$ cat src/rtl/pump_station_pkg.sv
// Shared encodings for the two-pump sump station scheduler: FSM states, level codes, pump bits.
package pump_station_pkg;

  localparam int unsigned LVL_W  = 2;
  localparam int unsigned PUMP_W = 2;
  localparam int unsigned B1_BIT = 0;
  localparam int unsigned B2_BIT = 1;

  typedef enum logic [1:0] {
    IDLE     = 2'd0,
    RUN_LEAD = 2'd1,
    RUN_BOTH = 2'd2,
    SAFE     = 2'd3
  } state_e;

  // bit0 = I (low sensor), bit1 = S (high sensor)
  typedef enum logic [LVL_W-1:0] {
    LVL_LOW     = 2'b00,
    LVL_MID     = 2'b01,
    LVL_INVALID = 2'b10,
    LVL_HIGH    = 2'b11
  } level_e;

  // One-hot contactor mask for pump index 0 (B1) or 1 (B2)
  function automatic logic [PUMP_W-1:0] pump_mask(input logic pump_sel);
    pump_mask = PUMP_W'(1) << pump_sel;
  endfunction

endpackage

$ cat src/rtl/level_debouncer.sv
// Two-flop synchronizer plus debounce filter for the 2-bit I/S level sensor bus.
module level_debouncer
  import pump_station_pkg::*;
#(
  parameter int unsigned DEBOUNCE_CYCLES = 4
) (
  input  logic             clock,
  input  logic             reset,
  input  logic [LVL_W-1:0] level_async,
  output level_e           level_filt
);

  localparam int unsigned DB_W = $clog2(DEBOUNCE_CYCLES + 1);

  logic [LVL_W-1:0] sync1_q, sync2_q;
  logic [LVL_W-1:0] cand_q, cand_d;
  logic [DB_W-1:0]  cnt_q, cnt_d;
  level_e           filt_q, filt_d;

  always_ff @(posedge clock or negedge reset) begin
    if (!reset) begin
      sync1_q <= '0;
      sync2_q <= '0;
      cand_q  <= '0;
      cnt_q   <= '0;
      filt_q  <= LVL_LOW;
    end else begin
      sync1_q <= level_async;
      sync2_q <= sync1_q;
      cand_q  <= cand_d;
      cnt_q   <= cnt_d;
      filt_q  <= filt_d;
    end
  end

  // Count consecutive identical samples that differ from the accepted level
  always_comb begin
    cand_d = cand_q;
    cnt_d  = cnt_q;
    filt_d = filt_q;
    if (sync2_q == filt_q) begin
      cnt_d = '0;
    end else begin
      if (sync2_q != cand_q) begin
        cand_d = sync2_q;
        cnt_d  = DB_W'(1);
      end else begin
        cnt_d = cnt_q + DB_W'(1);
      end
      if (cnt_d >= DB_W'(DEBOUNCE_CYCLES)) begin
        filt_d = level_e'(sync2_q);
        cnt_d  = '0;
      end
    end
  end

  assign level_filt = filt_q;

endmodule

$ cat src/rtl/pump_station_scheduler.sv
// Lead/lag scheduler for the two-pump sump station with min-run, solo handover and fault routing.
// Optional per-pump runtime counters are built when PUMP_RUNTIME_CNT_EN is defined.
module pump_station_scheduler
  import pump_station_pkg::*;
#(
  parameter int unsigned DEBOUNCE_CYCLES = 4,
  parameter int unsigned MIN_ON_CYCLES   = 16,
  parameter int unsigned MAX_SOLO_CYCLES = 1024,
  parameter int unsigned CNT_W           = 16
) (
  input  logic              clock,
  input  logic              reset,
  input  logic              enable,
  input  logic [LVL_W-1:0]  level_sensors,
  input  logic [PUMP_W-1:0] pump_fault,
  output logic [PUMP_W-1:0] pumps,
  output logic              lead_pump,
  output logic              alarm,
  output logic              sensor_error
`ifdef PUMP_RUNTIME_CNT_EN
  ,
  output logic [CNT_W-1:0]  runtime_b1,
  output logic [CNT_W-1:0]  runtime_b2
`endif
);

  level_e            level;
  state_e            state_q, state_d;
  logic              lead_q, lead_d;
  logic [CNT_W-1:0]  min_q, min_d;
  logic [CNT_W-1:0]  solo_q, solo_d;
  logic [PUMP_W-1:0] pumps_q, pumps_d;
  logic              alarm_q, alarm_d;
  logic              serr_q, serr_d;
  logic              min_met;
  logic              eff_lead;

  function automatic logic [CNT_W-1:0] sat_inc(input logic [CNT_W-1:0] v);
    sat_inc = (&v) ? v : v + CNT_W'(1);
  endfunction

  level_debouncer #(
    .DEBOUNCE_CYCLES(DEBOUNCE_CYCLES)
  ) u_debouncer (
    .clock       (clock),
    .reset       (reset),
    .level_async (level_sensors),
    .level_filt  (level)
  );

  always_ff @(posedge clock or negedge reset) begin
    if (!reset) begin
      state_q <= IDLE;
      lead_q  <= 1'b0;
      min_q   <= '0;
      solo_q  <= '0;
      pumps_q <= '0;
      alarm_q <= 1'b0;
      serr_q  <= 1'b0;
    end else begin
      state_q <= state_d;
      lead_q  <= lead_d;
      min_q   <= min_d;
      solo_q  <= solo_d;
      pumps_q <= pumps_d;
      alarm_q <= alarm_d;
      serr_q  <= serr_d;
    end
  end

  always_comb begin
    state_d  = state_q;
    lead_d   = lead_q;
    min_d    = min_q;
    solo_d   = solo_q;
    min_met  = (min_q >= CNT_W'(MIN_ON_CYCLES));
    if (!enable) begin
      state_d = IDLE;
    end else begin
      case (state_q)
        IDLE: begin
          if (level == LVL_MID || level == LVL_HIGH) begin
            state_d = (level == LVL_MID) ? RUN_LEAD : RUN_BOTH;
            min_d   = '0;
            solo_d  = '0;
          end else if (level == LVL_INVALID) begin
            state_d = SAFE;
          end
        end
        RUN_LEAD: begin
          min_d = sat_inc(min_q);
          if (level == LVL_INVALID) begin
            state_d = SAFE;
          end else if (level == LVL_HIGH) begin
            state_d = RUN_BOTH;
          end else if (level == LVL_LOW && min_met) begin
            state_d = IDLE;
            lead_d  = ~lead_q;
          end else begin
            // Still running solo: hand the duty over once the solo budget is used up
            solo_d = sat_inc(solo_q);
            if (solo_d >= CNT_W'(MAX_SOLO_CYCLES)) begin
              lead_d = ~lead_q;
              solo_d = '0;
            end
          end
        end
        RUN_BOTH: begin
          min_d = sat_inc(min_q);
          if (level == LVL_INVALID) begin
            state_d = SAFE;
          end else if (level == LVL_MID) begin
            state_d = RUN_LEAD;
            lead_d  = ~lead_q;
            solo_d  = '0;
          end else if (level == LVL_LOW && min_met) begin
            state_d = IDLE;
            lead_d  = ~lead_q;
          end
        end
        SAFE: begin
          if (level != LVL_INVALID) state_d = IDLE;
        end
        default: state_d = IDLE;
      endcase
    end

    // Outputs follow the next state so they appear on the same edge as the transition
    eff_lead = lead_d ^ pump_fault[lead_d];
    case (state_d)
      RUN_LEAD: pumps_d = pump_mask(eff_lead) & ~pump_fault;
      RUN_BOTH: pumps_d = ~pump_fault;
      default:  pumps_d = '0;
    endcase
    alarm_d = (&pump_fault) | ((state_d == RUN_BOTH) & (|pump_fault));
    serr_d  = (state_d == SAFE);
  end

  assign pumps        = pumps_q;
  assign lead_pump    = lead_q;
  assign alarm        = alarm_q;
  assign sensor_error = serr_q;

`ifdef PUMP_RUNTIME_CNT_EN
  logic [CNT_W-1:0] rt_b1_q, rt_b1_d;
  logic [CNT_W-1:0] rt_b2_q, rt_b2_d;

  always_ff @(posedge clock or negedge reset) begin
    if (!reset) begin
      rt_b1_q <= '0;
      rt_b2_q <= '0;
    end else begin
      rt_b1_q <= rt_b1_d;
      rt_b2_q <= rt_b2_d;
    end
  end

  always_comb begin
    rt_b1_d = rt_b1_q;
    rt_b2_d = rt_b2_q;
    if (pumps_q[B1_BIT]) rt_b1_d = sat_inc(rt_b1_q);
    if (pumps_q[B2_BIT]) rt_b2_d = sat_inc(rt_b2_q);
  end

  assign runtime_b1 = rt_b1_q;
  assign runtime_b2 = rt_b2_q;
`endif

endmodule
$ cat config.mk
export PLATFORM = sky130hd
export DESIGN_NAME = pump_station_scheduler
export DESIGN_NICKNAME = d
export VERILOG_FILES = /design/src/rtl/pump_station_pkg.sv /design/src/rtl/level_debouncer.sv /design/src/rtl/pump_station_scheduler.sv
export SDC_FILE = /design/constraint.sdc
export NUM_CORES = 1
export LEC_CHECK = 0
export CELL_PAD_IN_SITES_DETAIL_PLACEMENT = 1
export CELL_PAD_IN_SITES_GLOBAL_PLACEMENT = 2
export CORE_MARGIN = 1.5
export CORE_UTILIZATION = 35
export CTS_CLUSTER_DIAMETER = 40
export DETAILED_ROUTE_END_ITERATION = 10
export GPL_TIMING_DRIVEN = 0
export PLACE_DENSITY_LB_ADDON = 0.15
export SYNTH_ARGS = -nofsm -noshare
export SYNTH_HDL_FRONTEND = slang
export SYNTH_HIERARCHICAL = 1
export SYNTH_SLANG_ARGS = --single-unit
$ cat constraint.sdc
create_clock -name clock -period 5.09 [get_ports clock]
set_input_delay 1.018 -clock clock [delete_from_list [all_inputs] [get_ports clock]]
set_output_delay 1.018 -clock clock [all_outputs]
set_load 0.01 [all_outputs]
# Word level (Yosys, flattened, before mapping)
# Index checks and enable logic that the tools add are counted.
[word_totals]
wordCells = 99
regBits = 50
input_bits = 7
[classes]
n_reduce_logical = 15
order_cmp = 4
add_sub_neg = 3
n_eq_ne = 19
n_mux = 38
shift = 1
n_bitwise = 7
[op_table]
columns = ["operator", "n"]
rows = [
  ["$mux W16", 9],
  ["$pmux W16 S3", 1],
  ["$add A16 B1 Y16 const B", 2],
  ["$pmux W16 S2", 1],
  ["$reduce_and A16 Y1", 2],
  ["$mux W2", 10],
  ["$ge A16 B11 Y1 const B", 1],
  ["$ge A16 B5 Y1 const B", 1],
  ["$ne A2 B2 Y1 const B", 8],
  ["$eq A2 B2 Y1 const B", 6],
  ["$mux W3", 4],
  ["$mux W1", 10],
  ["$pmux W2 S4", 1],
  ["$reduce_and A8 Y1", 1],
  ["$eq A2 B1 Y1 const B", 3],
  ["$reduce_and A2 Y1", 3],
  ["$logic_not A2 Y1", 2],
  ["$pmux W2 S2", 1],
  ["$reduce_and A4 Y1", 1],
  ["$reduce_or A2 Y1", 2],
  ["$add A3 B1 Y3 const B", 1],
  ["$ge A3 B3 Y1 const B", 1],
  ["$reduce_bool A3 Y1", 1],
  ["$and A2 B2 Y2", 1],
  ["13 further kinds", 14],
]

# Logic depth before layout (Yosys ltp)
[logic_depth]
word_depth = 15
depth_mapped = 11

# By module
# Netlist, hierarchy kept.
[by_module_without_submodules]
columns = ["module", "cells_per_inst", "area_each_um2", "instances"]
rows = [
  ["pump_station_scheduler", 254, 2321.0, 1],
  ["level_debouncer", 28, 422.9, 1],
]

# Worst setup path before layout
# No wires, ideal clock.
[synth_timing]
kind = "register -> register"
startpoint = "register min_q[7]"
endpoint = "register pumps_q[1], in the netlist pumps[1]"
path_buffers = 0
setup_ns = 0.124
arrival_ns = 2.466
slack_ns = 2.500
stages_incl_launch_ff = 11
required_ns = 4.966
cell_sequence = "dfrtp_1 or4_4 o31ai_4 a21oi_1 nor3_1 o21a_1 o311ai_0 ha_1 nor2_1 nor3_1 o31a_1"
[synth_between]
elab_chain_cells = 13
elab_cells_between_ends = 25
cone_classes = "1 x order compare; 2 x eq/ne; 1 x shift; 18 x mux; 2 x bitwise; 1 x reduce/logical"
[synth_lines]
columns = ["element", "line", "text"]
rows = [
  ["from (decl)", "pump_station_scheduler.sv:30", "logic [CNT_W-1:0] min_q, min_d;"],
  ["from (signal assigned)", "pump_station_scheduler.sv:63", "min_q <= min_d;"],
  ["$ge A16 B5 Y1 (*)", "pump_station_scheduler.sv:76", "min_met = (min_q >= CNT_W'(MIN_ON_CYCLES));"],
  ["$logic_and A1 B1 Y1 (*)", "pump_station_scheduler.sv:96, pump_station_scheduler.sv:116", ""],
  ["$mux W1 (on tied branches)", "pump_station_scheduler.sv:116, pump_station_scheduler.sv:96", ""],
  ["$mux W1 (on tied branches)", "pump_station_scheduler.sv:112, pump_station_scheduler.sv:94", ""],
  ["$mux W1 (on tied branches)", "pump_station_scheduler.sv:110, pump_station_scheduler.sv:92", ""],
  ["$pmux W1 S2", "pump_station_scheduler.sv:80", "case (state_q)"],
  ["$mux W1", "pump_station_scheduler.sv:77", "if (!enable) begin"],
  ["$mux W1 (implied by the code) (2 in series)", "pump_station_scheduler.sv:129", "eff_lead = lead_d ^ pump_fault[lead_d];"],
  ["$xor A1 B1 Y1", "pump_station_scheduler.sv:129", ""],
  ["$shl A1 B1 Y2", "pump_station_pkg.sv:26", "pump_mask = PUMP_W'(1) << pump_sel;"],
  ["$and A2 B2 Y2", "pump_station_scheduler.sv:131", "RUN_LEAD: pumps_d = pump_mask(eff_lead) & ~pump_fault;"],
  ["$pmux W2 S2 (*)", "pump_station_scheduler.sv:130", "case (state_d)"],
  ["net pumps_d[1]", "pump_station_scheduler.sv:32", "logic [PUMP_W-1:0] pumps_q, pumps_d;"],
  ["to (signal assigned)", "pump_station_scheduler.sv:65", "pumps_q <= pumps_d;"],
  ["to (decl)", "pump_station_scheduler.sv:32", ""],
]
# The timed path passes the listed nets; every way through them passes the cells marked *. The select of a mux whose other input is x is not followed.
# A chain may end at the register's enable or synchronous reset.

# Worst setup path in the final report
[layout_timing]
startpoint = "input enable"
endpoint = "register min_q[12]"
[layout_between]
elab_chain_cells = 1
[layout_lines]
columns = ["element", "line", "text"]
rows = [
  ["from (decl)", "pump_station_scheduler.sv:13", "input logic enable,"],
  ["$reduce_and A4 Y1 (no source line)", "-", ""],
]
# No other way between the ends.

==> impl_results.md <==
- Setup tns final: 0 ps
- Clock buffer depth: 2
- CTS Buf Count: 5
- First-pass GRT wire length: 10400 µm
- Nets: 321
- Part of the power in combinational logic: 0.419
- CTS tree: yes
- Critical Path Sink Type: flop
- Final setup viols: 0
- Clock share of power: 0.203
- Clk sinks: 50
- Met1 wire length: 2860 µm
- Initial DRC count: 58
- Setup bufs post-CTS: 0
- Period utilization: 0.562
- Top FF cell, synth: dfrtp_1
- Number of synthesized flops with an enable pin: 0
- Post-Syn Instances: 282
- Clk root buf: clkbuf_8
- WP data arrival: 3110 ps
- DR WL met2: 2790 µm
- Die Wd: 91.5 µm
- Post-synth ARST share: 1.00
- Actual slew at the worst max-slew pin: 521 ps
- Area growth syn-to-layout: 13.1%
- NetSw: 0.548 mW
- Sequential power share: 0.377
- Crit path largest cell delay: 560 ps
- Post-synthesis xor/xnor area fraction: 0.0638
- Design area: 0.00310 mm²
- Placer Congestion: 0.738
- Internal Power: 0.830 mW
- Most common cell in the synthesized netlist: dfrtp_1
- Syn avg cell area: 9.73 µm²
- Core area: 0.00765 mm²
- Ranking of synthesized cells by area: dfrtp_1, ha_1, nor2_1
- Post-route ant nets: 0
- Post-synth top cells: dfrtp_1, nor2_1, nand2_1
- Largest net degree at the start of global routing: 38
- Cell Rows: 32
- Setup crit start kind: primary input
- Switching share of power: 0.398
- Synthesized area: 0.00274 mm²
- Critical path's slowest cell: clkdlybuf4s50_1
- Final WL: 5850 µm
- Vias in the first global route: 2153
- WL per Instance: 14.5 µm
- Share of cells above drive strength 1: 0.0797
- MaxCap Viol Count: 0
- Crit path max fanout: 9
- Leak Pwr: 1.32 nW
- Synth unique cells: 51
- Yosys top cell by area: dfrtp_1
- DRC: 0
- Fmax: 349 MHz
- Crit path kind: primary input to flop
- Register area share after synthesis: 0.456
- Total Routing Usage GR: 0.156
- Final min period: 2860 ps
- Skew-Pair Late Insertion Delay: 310 ps
- # IOs: 12
- Initial antenna violation count: 0
- HP Class: flop to flop
- Synth Area in Adders: 0.0593
- RSZ-0062 raised after global routing: false
- Main combinational cell family by area after synthesis: simple AND/OR/NAND/NOR gates
- Die Ht: 91.5 µm
- Highest metal layer with signal wires: met4
- Pwr dens: 444 mW/mm²
- VDD IR-drop max: 173 µV
- Die area: 0.00838 mm²
- Total grt overflow: 0
- Mux share of post-synthesis cell area: 0.0237
- I/O Buffers: 11
- Met3 WL: 132 µm
- Synthesis-stage register bit count: 50
- Status: complete, no violations
- Yosys top cell area share: 0.456
- Slew headroom: 0.652
- Net Count, Synth: 302
- Starting Density: 0.359
- Inserted Diodes: 0
- Critical path cell sequence: clkdlybuf4s50_1, inv_1, a211o_1, a21o_1, or2_1, clkbuf_1, or4_1, nand2_1
- Simple-gate area share of the yosys netlist: 0.224
- Fill count: 882
- Slew Viols, Final: 0
- Ys Warns: 6
- HPWL after detailed placement: 4300 µm
- Avg Vias per Cell: 5.14
- Hold buffers post-CTS: 0
- Buf+Inv Stages, Crit Path: 3
- Largest delay share family, worst path: buffers and inverters
- Drt pass-1 iters: 4
- # H-tree levels: 2
- Synth Area in Compound Gates: 0.145
- Endpoints failing hold: 0
- CTS resizes: 0
- Clock Skew: 15.3 ps
- Placed Area: 0.00300 mm²
- Crit path required time: 5340 ps
- Clock-pin slew on the worst setup and hold paths: 90 ps
- Routed vias: 2070
## cell families after synthesis
family / Yosys count
AO/OA/AOI/OAI: 54
XOR/XNOR: 20
adder cells (fa/ha/maj): 13
buffers and inverters: 19
flip-flops: 50
multiplexers: 6
other: 1
AND/OR/NAND/NOR: 119
## flip-flops by register name, indices dropped and copies added (netlist names), 2 cells and up
signal,cells
state_q,2
u_debouncer/level_filt,2
solo_q,16
u_debouncer/sync2_q,2
u_debouncer/cnt_q,3
pumps,2
min_q,16
u_debouncer/cand_q,2
u_debouncer/sync1_q,2
## worst paths after layout
path                                             startpoint                                to  slack [ps]  depth (start not counted)
setup reg to reg                       min_q[4]$_DFFE_PN0P_                pumps[1]$_DFF_PN0_        2250                         10
max in group asynchronous                             reset             min_q[10]$_DFFE_PN0P_        3940                          2
setup / recovery                                     enable             min_q[12]$_DFFE_PN0P_        2230                          8
min in group asynchronous                             reset              state_q[0]$_DFF_PN0_         620                          1
hold / removal             u_debouncer/sync1_q[0]$_DFF_PN0_  u_debouncer/sync2_q[0]$_DFF_PN0_         360                          0
hold reg to reg            u_debouncer/sync1_q[0]$_DFF_PN0_  u_debouncer/sync2_q[0]$_DFF_PN0_         360                          0
## cell type report
type,count,area (µm²),area share
Buffer,8,32.5,0.0105
Clock buffer,5,68.8,0.0222
Clock inverter,2,38.8,0.0125
Inverter,11,41.3,0.0133
Multi-Input combinational cell,213,1420,0.457
Sequential cell,50,1250,0.403
Tap cell,102,128,0.0411
Timing Repair Buffer,12,125,0.0403
## routing by layer
metal	up-vias	track usage
met4	0	0.0469
met1	1014	0.199
met5	-	0
li1	1035	-
met3	5	0.0310
met2	16	0.265
## power groups by stage
stage / combinational (mW) / clock (mW) / sequential (mW)
6_report: 0.578 / 0.280 / 0.520
3_5_place_dp: 0.591 / 0 / 0.530
2_1_floorplan: 0.427 / 0 / 0.515
5_1_grt: 0.660 / 0.309 / 0.534
3_3_place_gp: 0.580 / 0 / 0.529
4_1_cts: 0.595 / 0.292 / 0.523
## cell usage in the layout (no fill, tap or decap), types with 2 or more instances in the layout
master / Yosys / layout
a21o_1: 2 / 2
a211oi_1: 2 / 2
xnor2_1: 7 / 7
and2_1: 3 / 3
nand4_1: 7 / 7
nand2_1: 22 / 22
buf_2: 2 / 3
and3_1: 2 / 2
clkbuf_8: 0 / 5
a31oi_1: 2 / 2
nor4_1: 2 / 2
o31ai_1: 6 / 6
clkbuf_1: 6 / 6
a21oi_1: 9 / 9
nor2_1: 34 / 34
o21a_1: 3 / 3
mux2_1: 2 / 2
mux2_2: 2 / 2
nand3b_1: 4 / 4
inv_1: 11 / 11
or4_1: 2 / 2
dfrtp_1: 50 / 50
nor3_1: 11 / 11
or2_2: 2 / 2
o31a_1: 2 / 2
clkdlybuf4s50_1: 0 / 10
xor2_1: 13 / 13
or4_4: 2 / 2
mux2i_1: 2 / 2
o21ai_0: 16 / 16
nor2b_1: 6 / 6
nand3_1: 12 / 12
ha_1: 13 / 13
and4_1: 4 / 4
## stage by stage
stage	setup slack [ps]	hold WS (ps)	util	std cells	power, mW
floorplan	2500	331	-	282	0.942
global placement	1350	333	0.390	395	1.11
detailed placement	1870	336	0.392	396	1.12
CTS	2180	359	0.406	403	1.41
global route	1960	364	0.406	403	1.50
finish	2230	356	0.406	403	1.38
No activity file was read; power rests on OpenSTA's default activity.
